`src/rtl/piso_serializer_if.sv`:
```
// Handshake and serial-link bundle between an upstream word source, the serializer
// and the downstream deserialiser.
interface piso_serializer_if #(
    parameter int unsigned WIDTH = 4
);
    logic [WIDTH-1:0] in_data;
    logic             in_valid;
    logic             in_ready;
    logic             serial_out;
    logic             serial_valid;
    logic             word_done;
    logic             busy;

    modport master (
        output in_data,
        output in_valid,
        input  in_ready,
        input  serial_out,
        input  serial_valid,
        input  word_done,
        input  busy
    );

    modport slave (
        input  in_data,
        input  in_valid,
        output in_ready,
        output serial_out,
        output serial_valid,
        output word_done,
        output busy
    );
endinterface

```
`src/rtl/piso_serializer.sv`:
```
// Parallel-in serial-out transmitter: accepts a word on valid/ready and shifts it out
// MSB first, one bit per clock, reloading on the last bit so words stream gap-free.
module piso_serializer #(
    parameter int unsigned WIDTH = 4
) (
    input logic               clk,
    input logic               rst_n,
    piso_serializer_if.slave  bus
);
    localparam int unsigned CntW = (WIDTH > 2) ? $clog2(WIDTH) : 1;
    localparam logic [CntW-1:0] LastCnt = CntW'(WIDTH - 1);

    typedef enum logic [0:0] {StIdle, StShift} state_e;

    state_e           state_q, state_d;
    logic [WIDTH-1:0] sreg_q, sreg_d;
    logic [CntW-1:0]  cnt_q, cnt_d;
    logic             last_bit;
    logic             ready;
    logic             accept;

    assign last_bit = (state_q == StShift) && (cnt_q == LastCnt);
    // Ready depends on state only, so the upstream can chain words into the last-bit slot.
    assign ready    = (state_q == StIdle) || last_bit;
    assign accept   = bus.in_valid && ready;

    always_ff @(posedge clk or negedge rst_n) begin
        if (!rst_n) begin
            state_q <= StIdle;
            sreg_q  <= '0;
            cnt_q   <= '0;
        end else begin
            state_q <= state_d;
            sreg_q  <= sreg_d;
            cnt_q   <= cnt_d;
        end
    end

    always_comb begin
        state_d = state_q;
        sreg_d  = sreg_q;
        cnt_d   = cnt_q;
        unique case (state_q)
            StIdle: begin
                if (accept) begin
                    sreg_d  = bus.in_data;
                    cnt_d   = '0;
                    state_d = StShift;
                end
            end
            StShift: begin
                sreg_d = {sreg_q[WIDTH-2:0], 1'b0};
                cnt_d  = cnt_q + 1'b1;
                if (last_bit) begin
                    cnt_d = '0;
                    if (accept) begin
                        sreg_d = bus.in_data;
                    end else begin
                        state_d = StIdle;
                    end
                end
            end
            default: begin
                state_d = StIdle;
            end
        endcase
    end

    assign bus.in_ready     = ready;
    assign bus.serial_out   = (state_q == StShift) ? sreg_q[WIDTH-1] : 1'b0;
    assign bus.serial_valid = (state_q == StShift);
    assign bus.word_done    = last_bit;
    assign bus.busy         = (state_q == StShift);
endmodule

```
`src/flat_wrapper.sv`:
```
// flat-port wrapper written by rule: the top's interface ports become plain ports
module piso_serializer_flat 
#(
    parameter int unsigned WIDTH = 4
)
  (clk, rst_n, bus_in_data, bus_in_valid, bus_in_ready, bus_serial_out, bus_serial_valid, bus_word_done, bus_busy);
  piso_serializer_if #(.WIDTH(WIDTH)) bus_i ();
  input logic clk;
  input logic rst_n;
  input wire logic [$bits(bus_i.in_data)-1:0] bus_in_data;
  input wire logic [$bits(bus_i.in_valid)-1:0] bus_in_valid;
  output wire logic [$bits(bus_i.in_ready)-1:0] bus_in_ready;
  output wire logic [$bits(bus_i.serial_out)-1:0] bus_serial_out;
  output wire logic [$bits(bus_i.serial_valid)-1:0] bus_serial_valid;
  output wire logic [$bits(bus_i.word_done)-1:0] bus_word_done;
  output wire logic [$bits(bus_i.busy)-1:0] bus_busy;
  assign bus_i.in_data = bus_in_data;
  assign bus_i.in_valid = bus_in_valid;
  assign bus_in_ready = bus_i.in_ready;
  assign bus_serial_out = bus_i.serial_out;
  assign bus_serial_valid = bus_i.serial_valid;
  assign bus_word_done = bus_i.word_done;
  assign bus_busy = bus_i.busy;
  piso_serializer #(.WIDTH(WIDTH)) u_core (.clk(clk), .rst_n(rst_n), .bus(bus_i));
endmodule
```
`config.mk`:
```
export PLATFORM = sky130hd
export DESIGN_NAME = piso_serializer_flat
export DESIGN_NICKNAME = d
export VERILOG_FILES = /design/src/rtl/piso_serializer_if.sv /design/src/rtl/piso_serializer.sv /design/src/flat_wrapper.sv
export SDC_FILE = /design/constraint.sdc
export NUM_CORES = 1
export LEC_CHECK = 0
export CORE_AREA = 2 2 39 41
export CTS_CLUSTER_DIAMETER = 80
export DETAILED_ROUTE_END_ITERATION = 7
export DIE_AREA = 0 0 41 43
export GPL_TIMING_DRIVEN = 0
export PLACE_DENSITY_LB_ADDON = 0.2
export SYNTH_ARGS = -nofsm -noshare
export SYNTH_HDL_FRONTEND = slang
export SYNTH_SLANG_ARGS = --single-unit
export TNS_END_PERCENT = 1
```
`constraint.sdc`:
```
create_clock -name clk -period 3.05 [get_ports clk]
set_input_delay 0.61 -clock clk [delete_from_list [all_inputs] [get_ports clk]]
set_output_delay 0.61 -clock clk [all_outputs]
set_load 0.05 [all_outputs]
```
==> impl_metrics.tcl, run 1 <==
set metrics [dict create \
    grt_pass1_wl_mm 1.23 \
    post-route-cell-area_um2 526 \
    antenna_found_initial 0 \
    clock-sinks 7 \
    synth_top_area_cell "dfrtp_1" \
    status "finished, final reports clean" \
    io_buffers 11 \
    die_h_um 43 \
    die_x_um 41 \
    ys_seq_elements 7 \
    ir_drop_uv 422 \
    yosysWarnings 0 \
    synth_enable_flop_cells 0 \
    pwr-share-comb_pct 53.9 \
    grt_usage_pct 10.3 \
    drt_iter0_markers 11 \
    setup_violations 0 \
    antenna_cells 0 \
    fin_nets 61 \
    intPower_mw 0.280 \
    cp-end-kind "output port" \
    p_leak_nw 0.239 \
    startpoint_type "flip-flop" \
    slew_headroom_pct 66.8 \
    cts_root_buffer "clkbuf_4" \
    routed_wl_um 736 \
    tritoncts "yes" \
    slew_violations 0 \
    async_flop_share_pct 100 \
    num_io_pins 12 \
    synth_area_um2 369 \
    cp.required_ns 2.44 \
    grt_pass1_vias 299 \
    clk_pin_slew_ns 0.05 \
    rsz0062_at_grt "false" \
    cts_setup_buffers 0 \
    rows 14 \
    cts_resized 0 \
    tightest_slew_ns 0.496 \
    synthesis.nets 45 \
    cap_violations 0 \
    synth_area_leaders "dfrtp_1 (47%), mux2i_1 (11%), a31oi_1 (5.1%)" \
    synth_cell_type_count 17 \
    max_freq_mhz 395 \
    gr-total-overflow 0 \
    cts-htree-levels 1 \
    coreArea_um2 1380 \
    setup-tns-final_ns 0 \
    vias 312 \
    dpl_cell_area_um2 499 \
    power_density_nw_per_um2 955 \
    p_sw_share_pct 44.1 \
    avgSynthCellArea_um2 9.98 \
    fin_crit_ns 2.53 \
    syn_inst 37 \
    vias_per_cell 4.59 \
    holdCritPathClass "reg -> reg" \
    reg2regPathDepth 4 \
    netlist_top_cells_count "dfrtp_1 (7), mux2i_1 (4)" \
    fillCellCount 147 \
    clk_latency_ns 0.24 \
    firstDrtPassIters 4 \
    wl_per_cell_um 10.8 \
    ys.flop_type "dfrtp_1" \
    p_sw_mw 0.221 \
    yosysSeqAreaShare_pct 47.5 \
    synth_most_common_cell "dfrtp_1" \
    seqPwrFrac_pct 29.6 \
    grt_start_max_net_pins 11 \
    clock_skew_ns 0.00247 \
    ant_nets 0 \
    drc_errors 0 \
    synth_top_cell_area_share_pct 47.5 \
    ctsLongestPathBuffers 2 \
    cp.arrival_ns 1.92 \
    p_clk_share_pct 16.5 \
    cts_hold_buffers 0 \
    globalplace.congestion 0.641 \
    crit_fanout 7 \
    synthToLayoutAreaGrowth_pct 42.4 \
    numCtsBuffers 3 \
    critPathKind "reg -> out" \
    hold_depth 2 \
    hold_viol 0 \
    hpwlAfterDp_um 522 \
    start_util_pct 26.7 \
    drive_gt1_share_pct 13.5 \
    dieArea_um2 1760 \
    period_share_pct 83.1 \
]
## power groups by stage
stage / Clock [mW] / Sequential [mW] / Combinational, mW
after floorplan: 0 / 0.161 / 0.176
after global placement: 0 / 0.150 / 0.272
after detailed placement: 0 / 0.150 / 0.272
after CTS: 0.0848 / 0.148 / 0.273
after global routing: 0.0933 / 0.155 / 0.296
final: 0.0830 / 0.148 / 0.270
## stage by stage
| step | setup WS, ns | hold slack, ns | power, mW | instances | util, % |
|---|---|---|---|---|---|
| after floorplan | 1.10 | 0.314 | 0.336 | 37 | - |
| after global placement | 0.758 | 0.478 | 0.422 | 64 | 36.1 |
| after detailed placement | 0.779 | 0.482 | 0.422 | 64 | 36.1 |
| after CTS | 0.507 | 0.494 | 0.506 | 68 | 38.0 |
| after global routing | 0.423 | 0.533 | 0.544 | 68 | 38.0 |
| final | 0.517 | 0.490 | 0.502 | 68 | 38.0 |
## routing by layer
| metal | up-vias | global-route usage [%] | share of wire, % |
|---|---|---|---|
| met3 | 0 | 3.14 | 5.0 |
| met1 | 139 | 14.3 | 53 |
| met4 | 0 | 6.00 | 0 |
| met2 | 8 | 13.8 | 42 |
| met5 | - | 0 | 0 |
| li1 | 165 | - | - |
## worst max-delay path, stage by stage (launching register included)
cell and delay [ns]:
dfrtp_1 0.37, ha_1 0.28, nand2b_1 0.20, clkdlybuf4s50_1 0.83
## area by class of cell
class                      count  area [um^2]  area share (%)
buffer                         3         23.8            4.52
clock buffer                   4         26.3            5.00
sequential                     7          175            33.3
tap                           16         20.0            3.81
timing repair buffer          11          110            21.0
inverter                       1         3.75           0.714
multi-input combinational     26          166            31.7
## sequential cells by signal, indices dropped and copies added (netlist names)
register,flops
u_core.cnt_q,2
u_core.sreg_q,4
u_core.bus.busy,1
## worst paths after layout
| kind | start | end | slack (ns) |
|---|---|---|---|
| max reg2reg | u_core.cnt_q[0] | u_core.sreg_q[3] | 1.83 |
| min in group asynchronous | rst_n | u_core.sreg_q[2] | 0.62 |
| min | u_core.cnt_q[1] | u_core.cnt_q[1] | 0.49 |
| min reg2reg | u_core.cnt_q[1] | u_core.cnt_q[1] | 0.49 |
| max | u_core.cnt_q[0] | bus_in_ready | 0.52 |
| max in group asynchronous | rst_n | u_core.cnt_q[1] | 2.19 |
## logic make-up after synthesis
logic type | after synthesis | share of synthesized area (%)
AO/OA/AOI/OAI | 9 | 13.2
buffers and inverters | 4 | 7.46
flip-flops | 7 | 47.5
adder cells (fa/ha/maj) | 1 | 3.39
multiplexers | 4 | 10.8
AND/OR/NAND/NOR | 12 | 17.6
## cells in the final DEF (no fill, tap or decap)
| master | Yosys | final |
|---|---|---|
| clkdlybuf4s50_1 | 0 | 11 |
| dfrtp_1 | 7 | 7 |
| mux2i_1 | 4 | 4 |
| nand2_1 | 3 | 3 |
| a31oi_1 | 3 | 3 |
| o21ai_1 | 3 | 3 |
| o21ai_0 | 3 | 3 |
| clkbuf_4 | 0 | 3 |
| and2_1 | 2 | 2 |
| nand2b_1 | 2 | 2 |
| and3_1 | 2 | 2 |
| buf_2 | 1 | 1 |
| buf_6 | 1 | 1 |
| nand3_1 | 1 | 1 |
| nor2_1 | 1 | 1 |
| and3_2 | 1 | 1 |
| inv_1 | 1 | 1 |
| ha_1 | 1 | 1 |
| buf_4 | 1 | 1 |
| clkbuf_1 | 0 | 1 |
No activity file was read; power rests on OpenSTA's default activity.
==> run 2: changes to the inputs <==
Clock period 3.05 ns to 2 ns, I/O delays scaled along.
==> impl_metrics.tcl, run 2 (synthesis results as in run 1) <==
set metrics [dict create \
    critPathMaxStageDelay_ns 0.78 \
    num_io_pins 12 \
    firstDrtPassIters 4 \
    grt_start_max_net_pins 11 \
    drt_iter0_markers 11 \
    clock_skew_ns 0.00252 \
    ff_latch_area_um2 175 \
    cts-htree-levels 1 \
    coreArea_um2 1380 \
    die_x_um 41 \
    top_register "u_core.sreg_q" \
    dpl_worst_slack_ns -0.0609 \
    path_delay_family "buffers and inverters" \
    ctsLongestPathBuffers 2 \
    mostFrequentLayoutCells "clkdlybuf4s50_1 (8), dfrtp_1 (7), mux2i_1 (4)" \
    hpwlAfterDp_um 522 \
    cp.arrival_ns 1.52 \
    routed_wl_um 738 \
    drc_errors 0 \
    holdCritPathClass "in -> async" \
    die_h_um 43 \
    slew_violations 0 \
    cp.required_ns 1.60 \
    antenna_cells 0 \
    ir_drop_uv 630 \
    holdWs_ns 0.413 \
    wl_per_cell_um 10.9 \
    globalplace.congestion 0.641 \
    numCtsBuffers 3 \
    vias_per_cell 4.59 \
    clock-sinks 7 \
    start_util_pct 26.7 \
    fin_nets 61 \
    io_buffers 11 \
    grt_usage_pct 10.3 \
    path_buf_inv 2 \
    rows 14 \
    power_mw 0.751 \
    antenna_found_initial 0 \
    period_share_pct 96.2 \
    fin_ws_ns 0.0758 \
    slew_headroom_pct 67.2 \
    fillCellCount 146 \
    max_freq_mhz 520 \
    grt_pass1_wl_mm 1.23 \
    clk_latency_ns 0.24 \
    crit_fanout 4 \
    p_leak_nw 0.242 \
    status "finished, final reports clean" \
    power_density_nw_per_um2 1440 \
    largest_reg_flops 4 \
    cts_root_buffer "clkbuf_4" \
    cap_violations 0 \
    clk_pin_slew_ns 0.05 \
    final_common_cell "clkdlybuf4s50_1" \
    grt_pass1_vias 299 \
    startpoint_type "flip-flop" \
    gr-total-overflow 0 \
    rsz0062_at_grt "false" \
    hold_viol 0 \
    tritoncts "yes" \
    path_cells "buf_4 > clkdlybuf4s50_1" \
    cp-end-kind "output port" \
    multiInputGateArea_um2 166 \
    dieArea_um2 1760 \
    critPathKind "reg -> out" \
    drive_gt1_share_pct 17.3 \
    setup_violations 0 \
    tightest_slew_ns 0.490 \
    ant_nets 0 \
    synthToLayoutAreaGrowth_pct 41.4 \
    cp_slowest_cell "clkdlybuf4s50_1" \
    vias 312 \
    fin_crit_ns 1.92 \
]
-- run 2: cell types whose count changed in the layout (fill, tap and decap cells not counted) --
cell / change
clkdlybuf4s15_1: +1
clkbuf_2: +1
clkdlybuf4s15_2: +1
clkdlybuf4s50_1: -3
-- run 2: layout make-up --
cell class | instances | share of cell area, %
buffer | 3 | 4.56
clock buffer | 4 | 5.04
inverter | 1 | 0.719
multi-input combinational | 26 | 31.9
sequential | 7 | 33.6
tap | 16 | 3.84
timing repair buffer | 11 | 20.4
-- run 2: metal layers --
metal  part of all wire (%)  vias up  track usage, %  wire (um)
met5                      0        -               0          0
met4                      0        0            6.00          0
met3                    5.3        0            3.14         39
met2                     42        8            13.8        310
met1                     53      139            14.3        388
li1                       -      165               -          -
-- run 2: per-stage QoR --
step	utilization (%)	setup TNS (ns)	instance area, um^2	instances
finish	37.7	0	522	68
global route	37.7	0	522	68
CTS	37.9	0	524	68
detailed placement	36.1	-0.0609	499	64
global placement	36.1	-0.0893	499	64
floorplan	-	0	369	37
-- run 2: worst paths after layout --
kind | from | cells past startpoint | slack (ns) | endpoint
setup / recovery | u_core.bus.busy | 2 | 0.08 | bus_serial_valid
hold / removal | rst_n | 1 | 0.41 | u_core.sreg_q[2]
setup reg to reg | u_core.cnt_q[0] | 4 | 0.78 | u_core.sreg_q[3]
hold reg to reg | u_core.cnt_q[1] | 2 | 0.49 | u_core.cnt_q[1]
max in group asynchronous | rst_n | 1 | 1.35 | u_core.cnt_q[1]
min in group clk | u_core.cnt_q[1] | 2 | 0.49 | u_core.cnt_q[1]
-- run 2: report_power, final --
part | switching (mW) | internal [mW] | leakage [nW]
Sequential | 0.0301 | 0.196 | 0.0872
Combinational | 0.258 | 0.140 | 0.140
Clock | 0.0505 | 0.0760 | 0.0150
Total | 0.338 | 0.412 | 0.242
-- run 2: timing repair --
action | CTS | global route
hold endpoints to repair | 0 | 0
buffers inserted | 0 | 0
resized for setup | 5 | 3
setup endpoints to repair | 3 | 2
hold buffers | 0 | 0
==> variant 1, RTL diff (flow settings as in run 1) <==
`WIDTH` is set to 4 in 3 places; all go to 8.
--- a/src/rtl/piso_serializer_if.sv
+++ b/src/rtl/piso_serializer_if.sv
@@ -2,5 +2,5 @@
 // and the downstream deserialiser.
 interface piso_serializer_if #(
-    parameter int unsigned WIDTH = 4
+    parameter int unsigned WIDTH = 8
 );
     logic [WIDTH-1:0] in_data;
--- a/src/rtl/piso_serializer.sv
+++ b/src/rtl/piso_serializer.sv
@@ -2,5 +2,5 @@
 // MSB first, one bit per clock, reloading on the last bit so words stream gap-free.
 module piso_serializer #(
-    parameter int unsigned WIDTH = 4
+    parameter int unsigned WIDTH = 8
 ) (
     input logic               clk,
--- a/src/flat_wrapper.sv
+++ b/src/flat_wrapper.sv
@@ -2,5 +2,5 @@
 module piso_serializer_flat 
 #(
-    parameter int unsigned WIDTH = 4
+    parameter int unsigned WIDTH = 8
 )
   (clk, rst_n, bus_in_data, bus_in_valid, bus_in_ready, bus_serial_out, bus_serial_valid, bus_word_done, bus_busy);
Interface: changed (resized bus_in_data); port bits go from 12 to 16. The function was not compared with the original's and may differ.
==> variant 1 against run 1 <==
Setup slack worse by 0.14 ns. Largest cell class unchanged. Clock skew down 0.0020 ns. Routed wire length rose by 82%. Critical endpoint is now bus_word_done. Combinational power increased by 21%. Count of clock-buffer cells in the layout stayed put. Critical path type unchanged. Sequential power rose by 72%. Total power grew 41%. Register-to-register slack worse by 0.26 ns. Final area is 63% higher. Area after synthesis increased by 79%. Sequential cell count up 5. Via count up 74%.
==> variant 1: results (changes against run 1) <==
- Worst Reg-to-Reg Cells: 6 (+2)
- Clock-pin transition on the worst setup and hold timing paths: 0.07 ns (+0.02 ns)
- Distinct cells, synth: 19 (+2)
- Top Family by Delay on Critical Path: buffers and inverters
- Worst skew pair latency: 0.28 ns (+0.04 ns)
- Final net count: 94 (+54%)
- Adder-Cell Fraction of Synth Area: 3.79% (+0.40 points)
- Met1 usage: 24.8% (+11 points)
- M3 GR Usage: 5.24% (+2.1 points)
- WL met2: 641 um (+110%)
- Async set or reset register ratio after synthesis: 100% (unchanged)
- Via count: 542 (+74%)
- Leakage: 0.405 nW (+69%)
- Drt via density: 5.65 (+23%)
- Vias in the first global route: 496 (+66%)
- DR WL/cell: 14.0 um (+29%)
- Peak VDD IR: 0.492 mV (+16%)
- Worst slew pin tran: 0.527 ns (+0.0306 ns)
- Reg2reg end: u_core.sreg_q[5]$_DFFE_PN0P_
- First-pass GRT wire length: 2.15 mm (+75%)
- Critical Path End: bus_word_done
- Avg Cell Area, Syn: 10.7 sq um (+6.8%)
- GP Congestion: 0.705 (+9.9%)
- CTS max path bufs: 2 (unchanged)
- Detailed Routing Iterations Pass 1: 4 (unchanged)
- Largest net degree at the start of global routing: 13 (+2)
- Combinational power share: 46.1% (-7.8 points)
- Syn_nets: 75 (+67%)
- Port buffer count: 14 (+3)
- Largest cells by area after synthesis: dfrtp_1 45%, mux2i_1 12%, a31oi_1 6.6%
- Max reg flops: 8 (+4)
- Fill cell count: 118 (-20%)
- Hpwl dp: 904 um (+73%)
- Top layer in use: met4
- Crit Path Max Fanout: 10 (+3)
- Sequential share of the synthesized area: 45.5% (-2.0 points)
- Sw Ratio: 38.6% (-5.5 points)
- Worst Hold Class: reg2reg
- Share of cells above drive strength 1: 12.5% (-0.96 points)
- GR Util met2: 25.9% (+12 points)
- Placed cell count: 92 (+44%)
- CP max-delay cell: clkdlybuf4s50_1
- Multiplexer share of the synthesized area: 12.1% (+1.3 points)
- Post-CTS setup buffers: 0 (unchanged)
- Routed metal-1 wire length: 595 um (+54%)
- Root Driver: clkbuf_4
- Slowest stage delay, CP: 0.69 ns (-0.14 ns)
- Status: complete, no violations
- WL met3: 63 um (+70%)
- Compound-gate portion of the synthesized area: 16.5% (+3.3 points)
- Crit path DAT: 2.07 ns (+0.15 ns)
- Initial antenna violation count: 0 (unchanged)
- R2R setup slack: 1.57 ns (-0.26 ns)
- P_clk: 0.000127 W (+53%)
- Tot GR Track Use: 18.7% (+8.4 points)
- Fin Clk Skew: 0.000442 ns (-0.00203 ns)
- Initial DRC Count: 12 (+1)
- Commonest cells in the netlist: 12 x dfrtp_1, 8 x mux2i_1, 8 x o21ai_1, 7 x a31oi_1, 7 x and3_1
- CTS resizes: 0 (unchanged)
## variant 1: cell count changes after synthesis, sizes merged, moves of 3 or more
cell | run 1 | this run
dfrtp | 7 | 12
o21ai | 6 | 9
a31oi | 3 | 7
and3 | 3 | 7
mux2i | 4 | 8
## variant 1: layout make-up
class,instances,area share [%]
inverter,1,0.438
buffer,6,6.72
sequential,12,35.0
timing repair buffer,14,16.4
tap,16,2.34
multi-input combinational,43,34.9
clock buffer,4,4.23
## variant 1: per-stage QoR
stage | util [%] | setup slack [ns] | power [W] | hold WS [ns] | area (sq um)
6_report | 61.9 | 0.375 | 0.000707 | 0.503 | 857
5_1_grt | 61.9 | 0.268 | 0.000756 | 0.551 | 857
4_1_cts | 61.9 | 0.370 | 0.000713 | 0.504 | 857
3_5_place_dp | 59.3 | 0.684 | 0.000583 | 0.487 | 821
3_3_place_gp | 59.3 | 0.688 | 0.000571 | 0.481 | 821
2_1_floorplan | - | 1.01 | 0.000485 | 0.314 | 661
## variant 1: worst min-delay path by stage
stage	start	endpoint	slack (ns)	cells after the start
6_report	u_core.cnt_q[1]$_DFFE_PN0P_	u_core.cnt_q[1]$_DFFE_PN0P_	0.50	1
5_1_grt	u_core.cnt_q[1]$_DFFE_PN0P_	u_core.cnt_q[1]$_DFFE_PN0P_	0.55	1
4_1_cts	u_core.cnt_q[1]$_DFFE_PN0P_	u_core.cnt_q[1]$_DFFE_PN0P_	0.50	1
3_5_place_dp	u_core.cnt_q[1]$_DFFE_PN0P_	u_core.cnt_q[1]$_DFFE_PN0P_	0.49	1
3_3_place_gp	u_core.cnt_q[1]$_DFFE_PN0P_	u_core.cnt_q[1]$_DFFE_PN0P_	0.48	1
2_1_floorplan	rst_n	u_core.bus.busy$_DFF_PN0_	0.31	0
==> variant 2, RTL diff (config.mk and constraints of run 1) <==
Without the edit above. Reset style: synchronous (`rst_n`), changed in one clocked block.
--- a/src/rtl/piso_serializer.sv
+++ b/src/rtl/piso_serializer.sv
@@ -25,5 +25,5 @@
     assign accept   = bus.in_valid && ready;
 
-    always_ff @(posedge clk or negedge rst_n) begin
+    always_ff @(posedge clk) begin
         if (!rst_n) begin
             state_q <= StIdle;
Check against the original RTL: differs if rst_n is asserted again (counterexample within 4 cycles, from zero or initial values and one cycle with rst_n low); with rst_n held inactive, the same outputs for 10 cycles.
==> variant 2 against run 1 <==
Core utilization down 2.4 points. Final area down 6.2%. Setup slack worse by 0.016 ns. Non-clock buffer count down 2. Sequential cell count unchanged. Routed wire length down 15%. Clock skew up 0.0010 ns. Area after synthesis down 8.8%. Global-route usage down 0.89 points.
Power is not compared: it rests on default switching activity, and its combinational part moved more than twofold at a synthesized area within 25%.
==> variant 2: results (changes against run 1) <==
- Share of cells above drive strength 1: 10.2% (-3.3 points)
- GP Congestion: 0.676 (+5.5%)
- Vias in the first global route: 256 (-14%)
- Via count: 282 (-9.6%)
- Crit Path Max Fanout: 4 (-3)
- Fill cell count: 141 (-4.1%)
- Tot GR Track Use: 9.46% (-0.89 points)
- Hpwl dp: 483 um (-7.5%)
- Sequential share of the synthesized area: 41.6% (-5.8 points)
- FF-to-FF Start: u_core.cnt_q[0]$_SDFFE_PN0P_
- Multi-input gate share of total cell area: 37.6% (+5.9 points)
- Fin Clk Skew: 0.00350 ns (+0.00103 ns)
- Drt via density: 4.34 (-5.4%)
- Detailed Routing Iterations Pass 1: 1 (-3)
- Largest net degree at the start of global routing: 10 (-1)
- Flip-flop and latch count: 7 (unchanged)
- R2R setup slack: 1.86 ns (+0.03 ns)
- CTS buffer count: 3 (unchanged)
- Syn_nets: 42 (-6.7%)
- Clock network area share: 5.33% (+0.33 points)
- Commonest cells in the netlist: 7 x dfxtp_1, 5 x mux2i_1, 4 x o21ai_0, 3 x a21oi_1, 3 x and2_1
- Cell Area, Synth: 337 sq um (-8.8%)
- Signal buf overhead: 23.9% (-1.6 points)
- Pre-CTS WS: 0.755 ns (-0.0244 ns)
- Slowest stage delay, CP: 0.79 ns (-0.04 ns)
- Avg Cell Area, Syn: 9.90 sq um (-0.77%)
- P_seq: 0.000103 W
- Clock-pin transition on the worst setup and hold timing paths: 0.05 ns (about the same)
- WHS: 0.529 ns (+0.0382 ns)
- HP Start: u_core.cnt_q[1]$_SDFFE_PN0P_
- Placed cell count: 61 (-4.7%)
- Final period util: 83.6% (+0.52 points)
- Syn-to-layout area delta: 46.5%
- Async set or reset register ratio after synthesis: 0% (-100 points)
- Adder-Cell Fraction of Synth Area: 3.72% (+0.33 points)
- First-pass GRT wire length: 1.03 mm (-16%)
- Final net count: 58 (-4.9%)
- Crit path DAT: 1.94 ns (+0.02 ns)
- Initial DRC Count: 0 (-11)
- Status: complete, no violations
- DR WL/cell: 9.66 um (-11%)
- Placed cell area: 467 sq um (-6.5%)
- Worst rel slew slack: 67.1% (+0.25 points)
- #MultiIn Comb: 25 (-3.8%)
- Bufs w/o clock: 12 (-2)
- Multiplexer share of the synthesized area: 14.9% (+4.0 points)
- Compound-gate portion of the synthesized area: 20.4% (+7.2 points)
- Hold EP: u_core.cnt_q[1]$_SDFFE_PN0P_
[variant 2: cell count changes in the layout (fill, tap and decap cells not counted), sizes merged, moves of 3 or more]
| cell | before | now |
|---|---|---|
| a21oi | 0 | 3 |
| dfrtp | 7 | 0 |
| nand2 | 3 | 0 |
| a31oi | 3 | 0 |
| and3 | 3 | 0 |
| dfxtp | 0 | 7 |
[variant 2: cell families (layout without fill, tap and decap cells)]
family,after synthesis,in the layout
AND/OR/NAND/NOR,9,9
multiplexers,5,5
adder cells (fa/ha/maj),1,1
flip-flops,7,7
buffers and inverters,2,17
AO/OA/AOI/OAI,10,10
[variant 2: layer usage]
layer | up-vias | GRT usage (%) | share of wire, %
met3 | 2 | 3.14 | 8.4
met4 | 0 | 12.0 | 2.7
li1 | 150 | - | -
met2 | 10 | 11.9 | 45
met1 | 120 | 10.4 | 43
met5 | - | 0 | 0
